**config.mk**
```make
export PLATFORM = sky130hd
export DESIGN_NAME = program_sequencer
export DESIGN_NICKNAME = d
export VERILOG_FILES = /design/src/rtl/program_sequencer.sv
export SDC_FILE = /design/constraint.sdc
export NUM_CORES = 1
export LEC_CHECK = 0
export CORE_MARGIN = 1
export CORE_UTILIZATION = 50
export CTS_BUF_LIST = sky130_fd_sc_hd__clkbuf_4 sky130_fd_sc_hd__clkbuf_8
export CTS_CLUSTER_SIZE = 20
export DETAILED_ROUTE_END_ITERATION = 6
export GPL_TIMING_DRIVEN = 0
export PLACE_DENSITY = 0.71
export SYNTH_ARGS = -nofsm -noshare
export SYNTH_HDL_FRONTEND = slang
export SYNTH_SLANG_ARGS = --single-unit
```
**constraint.sdc**
```tcl
create_clock -name clock_i -period 4 [get_ports clock_i]
set_input_delay 1 -clock clock_i [delete_from_list [all_inputs] [get_ports clock_i]]
set_output_delay 1 -clock clock_i [all_outputs]
set_load 0.02 [all_outputs]
```
**src/rtl/program_sequencer.sv**
```systemverilog
// program_sequencer: feeds a small stored program to the 9-bit processor over
// its DIN/run/done handshake. MVI is presented as two words (opcode, then
// immediate). Execution stops on the HALT opcode (111), which is never sent.
// Optional watchdog: define PSEQ_WATCHDOG_EN to build it; otherwise wd_err_o is 0.
module program_sequencer #(
  parameter int unsigned DEPTH    = 16,
  parameter int unsigned AW       = 4,
  parameter int unsigned WD_LIMIT = 8
) (
  input  logic          clock_i,
  input  logic          resetn_i,
  input  logic          load_en_i,
  input  logic [AW-1:0] load_addr_i,
  input  logic [8:0]    load_data_i,
  input  logic          start_i,
  input  logic          done_i,
  output logic [8:0]    din_o,
  output logic          run_o,
  output logic          busy_o,
  output logic          halted_o,
  output logic [AW-1:0] pc_o,
  output logic [7:0]    retired_o,
  output logic          wd_err_o
);

  localparam logic [2:0] OpMvi  = 3'b100;
  localparam logic [2:0] OpHalt = 3'b111;

  if (DEPTH != (1 << AW)) begin : g_chk_depth
    $error("DEPTH must equal 2**AW");
  end
  if (WD_LIMIT == 0) begin : g_chk_wd
    $error("WD_LIMIT must be non-zero");
  end

  typedef enum logic [2:0] {StIdle, StFetch, StImm, StWait, StHalted} state_e;

  state_e        state_q, state_d;
  logic [8:0]    din_q, din_d;
  logic [AW-1:0] pc_q, pc_d;
  logic [7:0]    retired_q, retired_d;
  logic [8:0]    mem_q [DEPTH];

  logic          stopped;
  logic          busy;
  logic          mem_we;
  logic [8:0]    word0;
  logic [AW-1:0] pc_inc;
  logic [AW-1:0] pc_next;
  logic [8:0]    next_word;

  assign stopped = (state_q == StIdle) || (state_q == StHalted);
  assign busy    = (state_q == StFetch) || (state_q == StImm) || (state_q == StWait);
  assign mem_we  = load_en_i && stopped;

  // Store is writable only while stopped; no reset so contents survive resetn.
  always_ff @(posedge clock_i) begin
    if (mem_we) mem_q[load_addr_i] <= load_data_i;
  end

  // Address/word helpers; a same-edge write to address 0 is forwarded to start.
  always_comb begin
    word0     = (mem_we && (load_addr_i == '0)) ? load_data_i : mem_q[0];
    pc_inc    = pc_q + AW'(1);
    pc_next   = (mem_q[pc_q][8:6] == OpMvi) ? pc_q + AW'(2) : pc_inc;
    next_word = mem_q[pc_next];
  end

`ifdef PSEQ_WATCHDOG_EN
  localparam int unsigned WdW = $clog2(WD_LIMIT + 1);
  logic [WdW-1:0] wd_cnt_q, wd_cnt_d;
  logic           wd_err_q, wd_err_d;
`endif

  // Next-state logic for the sequencing FSM and its datapath registers.
  always_comb begin
    state_d   = state_q;
    din_d     = din_q;
    pc_d      = pc_q;
    retired_d = retired_q;
`ifdef PSEQ_WATCHDOG_EN
    wd_cnt_d  = wd_cnt_q;
    wd_err_d  = wd_err_q;
`endif
    unique case (state_q)
      StIdle, StHalted: begin
        if (start_i) begin
          pc_d      = '0;
          retired_d = '0;
          if (word0[8:6] == OpHalt) begin
            state_d = StHalted;
            din_d   = '0;
          end else begin
            state_d = StFetch;
            din_d   = word0;
          end
        end
      end
      StFetch: begin
        if (din_q[8:6] == OpMvi) begin
          state_d = StImm;
          din_d   = mem_q[pc_inc];
        end else begin
          state_d = StWait;
        end
      end
      StImm: state_d = StWait;
      StWait: begin
        if (done_i) begin
          pc_d      = pc_next;
          retired_d = (retired_q == 8'hFF) ? retired_q : retired_q + 8'd1;
          if (next_word[8:6] == OpHalt) begin
            state_d = StHalted;
            din_d   = '0;
          end else begin
            state_d = StFetch;
            din_d   = next_word;
          end
        end
      end
      default: begin
        state_d = StIdle;
        din_d   = '0;
      end
    endcase
`ifdef PSEQ_WATCHDOG_EN
    if (stopped && start_i) wd_err_d = 1'b0;
    // Entering FETCH restarts the count; a completing done never trips it.
    if (state_d == StFetch) begin
      wd_cnt_d = '0;
    end else if (busy && !((state_q == StWait) && done_i)) begin
      if (wd_cnt_q == WdW'(WD_LIMIT - 1)) begin
        wd_err_d = 1'b1;
        state_d  = StHalted;
        din_d    = '0;
        wd_cnt_d = '0;
      end else begin
        wd_cnt_d = wd_cnt_q + WdW'(1);
      end
    end
`endif
  end

  // State registers; reset drops run and clears din immediately.
  always_ff @(posedge clock_i or negedge resetn_i) begin
    if (!resetn_i) begin
      state_q   <= StIdle;
      din_q     <= '0;
      pc_q      <= '0;
      retired_q <= '0;
`ifdef PSEQ_WATCHDOG_EN
      wd_cnt_q  <= '0;
      wd_err_q  <= 1'b0;
`endif
    end else begin
      state_q   <= state_d;
      din_q     <= din_d;
      pc_q      <= pc_d;
      retired_q <= retired_d;
`ifdef PSEQ_WATCHDOG_EN
      wd_cnt_q  <= wd_cnt_d;
      wd_err_q  <= wd_err_d;
`endif
    end
  end

  assign din_o     = din_q;
  assign run_o     = busy;
  assign busy_o    = busy;
  assign halted_o  = (state_q == StHalted);
  assign pc_o      = pc_q;
  assign retired_o = retired_q;
`ifdef PSEQ_WATCHDOG_EN
  assign wd_err_o  = wd_err_q;
`else
  assign wd_err_o  = 1'b0;
`endif

endmodule

```
==> impl_table.tex <==
\begin{tabular}{lr}
\hline
Metric & Value \\
\hline
\multicolumn{2}{l}{\textbf{Run status}} \\
Run status & finished, final reports clean \\
\multicolumn{2}{l}{\textbf{Routing}} \\
DRT Pass-1 Iters & 6 \\
Via count of the routed design & 7,275 \\
Vias per Instance & approximately 7 \\
Antenna-violating nets left & 0 \\
Routed length per instance & approximately 28 microns \\
Drt total wl & 29,300 microns \\
DRC & 0 \\
Number of DRC markers in iteration 0 & just under 800 \\
\multicolumn{2}{l}{\textbf{STA}} \\
Worst Slack Setup Final & between 0.04 and 0.05 ns \\
Final Hold Viols & 0 \\
Setup repair after global routing missed its margin & true \\
Worst-case headroom to the max-slew limit & 14.6\% \\
Final-report max-slew violation count & 0 \\
Final period demand of the worst path & 3.96 ns \\
Setup clock skew after layout & 0.00919 ns \\
Finish-stage setup viols & 0 \\
Crit share post-route & 99.0\% \\
Max Freq & 253 MHz \\
Worst-margin pin slew & approximately 1.3 ns \\
\multicolumn{2}{l}{\textbf{Final layout}} \\
Final-layout fill cell count & 1,511 \\
Fraction of final layout cells with drive strength greater than 1 & 18.5\% \\
Final instance area & 10,700 sq um \\
Layout area overhead & 12.4\% \\
Total Nets Final & a little over 800 \\
Post-Route Utilization & 57.3\% \\
Post-route non-filler standard cell count & 1,046 \\
Antenna Diode Count & 0 \\
\multicolumn{2}{l}{\textbf{Die}} \\
Core Footprint & 18,700 sq um \\
Floorplan die height & 140 microns \\
Initial Utilization & 51.0\% \\
Die Outline Area & 19,600 sq um \\
Die width & 140 microns \\
Placement Rows & 50 \\
Number of primary I/O pins & 43 \\
\multicolumn{2}{l}{\textbf{Yosys}} \\
Synth Flop Type & sky130\_fd\_sc\_hd\_\_edfxtp\_1 \\
Distinct cell type count after synthesis & 80 \\
Most area-hungry cell type in the Yosys netlist & sky130\_fd\_sc\_hd\_\_edfxtp\_1 \\
Yosys reg bits & 168 \\
Count of warnings emitted by yosys & 0 \\
Area share of the largest cell type after synthesis & $\sim$45\% \\
Synth async-reset ratio & 14.3\% \\
Portion of the post-synthesis area used by sequential elements & 51.6\% \\
Area contributors post-synth & sky130\_fd\_sc\_hd\_\_edfxtp\_1 45\%, sky130\_fd\_sc\_hd\_\_mux4\_2 11\%, sky130\_fd\_sc\_hd\_\_mux2i\_1 7.1\% \\
Mapped Cells & 737 \\
Post-synthesis area per instance & 12.9 sq um \\
Count of flip-flops with a built-in enable after synthesis & 144 \\
Synthesized area & approximately 9500 sq um \\
Net count after synthesis & 758 \\
\multicolumn{2}{l}{\textbf{Placed design}} \\
IO buf count & 41 \\
Placed cell count & 1,015 \\
DP Area & 10,300 sq um \\
Post-Place Setup Slack & -0.494 ns \\
Final Wtd Congestion & around 0.95 \\
Detailed placement HPWL & 21,700 microns \\
\multicolumn{2}{l}{\textbf{Clock network}} \\
Number of buffers created by CTS & 17 \\
\# Post-CTS Setup Buffers & 0 \\
TritonCTS Sinks & 168 \\
Root buffer selected by CTS & sky130\_fd\_sc\_hd\_\_clkbuf\_8 \\
Number of instances resized during post-cts repair & 4 \\
Number of levels in the clock H-tree & 4 \\
CTS Hold Buffers Added & 0 \\
Clock latency of the later-clocked register in the worst-skew pair & around 0.47 ns \\
Clk pin slew, worst setup/hold paths & 0.09 ns \\
Buffer levels on the longest clock path & 2 \\
TritonCTS clock tree & yes \\
\multicolumn{2}{l}{\textbf{Power}} \\
Maximum ir drop on the vdd rail & 376 uV \\
Static Leak & 0.00361 uW \\
Power Dens Cells & 868 nW/um\^{}2 \\
\multicolumn{2}{l}{\textbf{Worst setup path}} \\
Worst-case register-to-register setup slack & just over 0.04 ns \\
Setup CP Type & flip-flop to flip-flop \\
Nature of the critical path startpoint & flip-flop \\
Critical Path AT & 4.32 ns \\
Largest fanout on the critical path & 10 \\
Crit end category & flip-flop \\
Required time of the critical path & between 4 and 5 ns \\
\multicolumn{2}{l}{\textbf{Global route}} \\
Largest net degree at the start of global routing & 25 \\
Global-route wire length before repair & 43,800 microns \\
Total grt overflow & 0 \\
Total global routing track utilization & 30.8\% \\
Antenna violations before repair & 0 \\
Vias in the first global route & about 7,300 \\
\multicolumn{2}{l}{\textbf{Worst hold path}} \\
Hold Crit Class & flip-flop to flip-flop \\
\multicolumn{2}{l}{\textbf{Flow run}} \\
Reported max-cap violation count & 0 \\
\hline
\end{tabular}
==> stage by stage <==
step	hold WS [ns]	total power (uW)	setup TNS (ns)
CTS	0.539	9150	0
detailed placement	0.522	7890	-2.03
finish	0.540	9310	0
global route	0.590	9700	-0.0218
floorplan	0.486	6140	0
global placement	0.519	7770	-1.31
==> logic make-up (layout without fill, tap and decap cells) <==
family                     after synthesis  in the layout  share of synthesized area, %
DFF                                    168            168                          51.6
AOI/OAI and AO/OA                      169            169                          13.1
other                                    1              1                        0.0393
adders and majority gates                3              3                         0.394
buffers and inverters                   65            140                          3.20
muxes                                  129            129                          19.9
and+or+nand+nor                        193            193                          10.9
xor gates and xnor gates                 9              9                         0.826
==> synth_stat cells, types with 4 or more instances <==
| cell | n |
|---|---|
| sky130_fd_sc_hd__o221ai_1 | 5 |
| sky130_fd_sc_hd__clkbuf_1 | 27 |
| sky130_fd_sc_hd__nor3_1 | 10 |
| sky130_fd_sc_hd__o22ai_1 | 15 |
| sky130_fd_sc_hd__buf_4 | 4 |
| sky130_fd_sc_hd__xnor2_1 | 5 |
| sky130_fd_sc_hd__mux2_2 | 14 |
| sky130_fd_sc_hd__buf_2 | 13 |
| sky130_fd_sc_hd__nor2_1 | 49 |
| sky130_fd_sc_hd__buf_6 | 4 |
| sky130_fd_sc_hd__edfxtp_1 | 144 |
| sky130_fd_sc_hd__o32ai_1 | 8 |
| sky130_fd_sc_hd__buf_1 | 4 |
| sky130_fd_sc_hd__a211oi_1 | 17 |
| sky130_fd_sc_hd__nand2_1 | 52 |
| sky130_fd_sc_hd__o211ai_1 | 6 |
| sky130_fd_sc_hd__a311oi_1 | 4 |
| sky130_fd_sc_hd__a22oi_1 | 8 |
| sky130_fd_sc_hd__and2_1 | 5 |
| sky130_fd_sc_hd__dfrtp_1 | 24 |
| sky130_fd_sc_hd__xor2_1 | 4 |
| sky130_fd_sc_hd__mux4_2 | 47 |
| sky130_fd_sc_hd__a21oi_1 | 18 |
| sky130_fd_sc_hd__nor4bb_1 | 8 |
| sky130_fd_sc_hd__o31ai_1 | 6 |
| sky130_fd_sc_hd__inv_1 | 12 |
| sky130_fd_sc_hd__nand3_1 | 15 |
| sky130_fd_sc_hd__and3_1 | 5 |
| sky130_fd_sc_hd__mux2i_1 | 68 |
| sky130_fd_sc_hd__nor2b_1 | 18 |
| sky130_fd_sc_hd__o21ai_1 | 9 |
| sky130_fd_sc_hd__nand2b_1 | 6 |
| sky130_fd_sc_hd__a2111oi_0 | 8 |
| sky130_fd_sc_hd__o21ai_0 | 29 |
==> cell type report <==
type | count | area (sq um) | area share (%)
buffer | 52 | 268 | 2.50
clock buffer | 18 | 241 | 2.25
clock inverter | 13 | 161 | 1.51
inverter | 13 | 48.8 | 0.455
multi-input combinational | 504 | 4340 | 40.5
sequential | 168 | 4920 | 45.9
tap | 234 | 293 | 2.73
timing repair buffer | 44 | 444 | 4.14
==> layer usage <==
metal  routed length, microns  track usage (%)
met1                    11700             41.0
met4                      944             12.2
met3                     3210             8.24
met2                    13500             48.4
met5                        0                0
==> registers in the layout, indices dropped and copies added (netlist names) <==
register   cells
mem_q        144
state_q        3
retired_o      8
din_o          9
pc_o           4
==> where the power goes <==
group / leakage [uW] / internal, uW / switching, uW
Sequential: 0.00160 / 2020 / 109
Combinational: 0.00180 / 2370 / 3540
Clock: 0.000206 / 582 / 687
Total: 0.00361 / 4970 / 4340
==> cells in the final DEF, fill, tap and decap left out, drive strengths merged, types with 8 or more instances in the layout <==
master	netlist	final
a2111oi	8	8
a211oi	17	17
a21oi	18	18
a22oi	10	10
buf	25	26
clkbuf	27	47
clkdlybuf4s50	0	41
dfrtp	24	24
edfxtp	144	144
inv	13	21
mux2	14	14
mux2i	68	68
mux4	47	47
nand2	53	53
nand3	15	15
nor2	49	49
nor2b	18	18
nor3	10	10
nor4bb	8	8
o21ai	40	40
o22ai	16	16
o32ai	9	9
==> path summary, 6_finish.rpt <==
kind	startpoint	end	cells past startpoint
setup / recovery	pc_o[1]$_DFFE_PN0P_	din_o[2]$_DFFE_PN0P_	12
hold / removal	din_o[4]$_DFFE_PN0P_	din_o[4]$_DFFE_PN0P_	2
setup reg to reg	pc_o[1]$_DFFE_PN0P_	din_o[2]$_DFFE_PN0P_	12
hold reg to reg	din_o[4]$_DFFE_PN0P_	din_o[4]$_DFFE_PN0P_	2
max in group asynchronous	resetn_i	retired_o[6]$_DFFE_PN0P_	1
min in group asynchronous	resetn_i	state_q[1]$_DFFE_PN0P_	1
==> worst max-delay path, cell delays in order, from the launching register on <==
cell                        delay (ns)
sky130_fd_sc_hd__dfrtp_1          0.48
sky130_fd_sc_hd__buf_6            0.19
sky130_fd_sc_hd__buf_6            0.15
sky130_fd_sc_hd__nor4bb_1         0.14
sky130_fd_sc_hd__o31ai_1          0.59
sky130_fd_sc_hd__a2bb2oi_4        0.19
sky130_fd_sc_hd__nand2_4          0.14
sky130_fd_sc_hd__buf_4            0.23
sky130_fd_sc_hd__buf_1            0.51
sky130_fd_sc_hd__a21oi_1          0.17
sky130_fd_sc_hd__mux4_2           0.56
sky130_fd_sc_hd__a211oi_1         0.39
sky130_fd_sc_hd__o21ai_1          0.10
No activity file was read; power rests on OpenSTA's default activity.
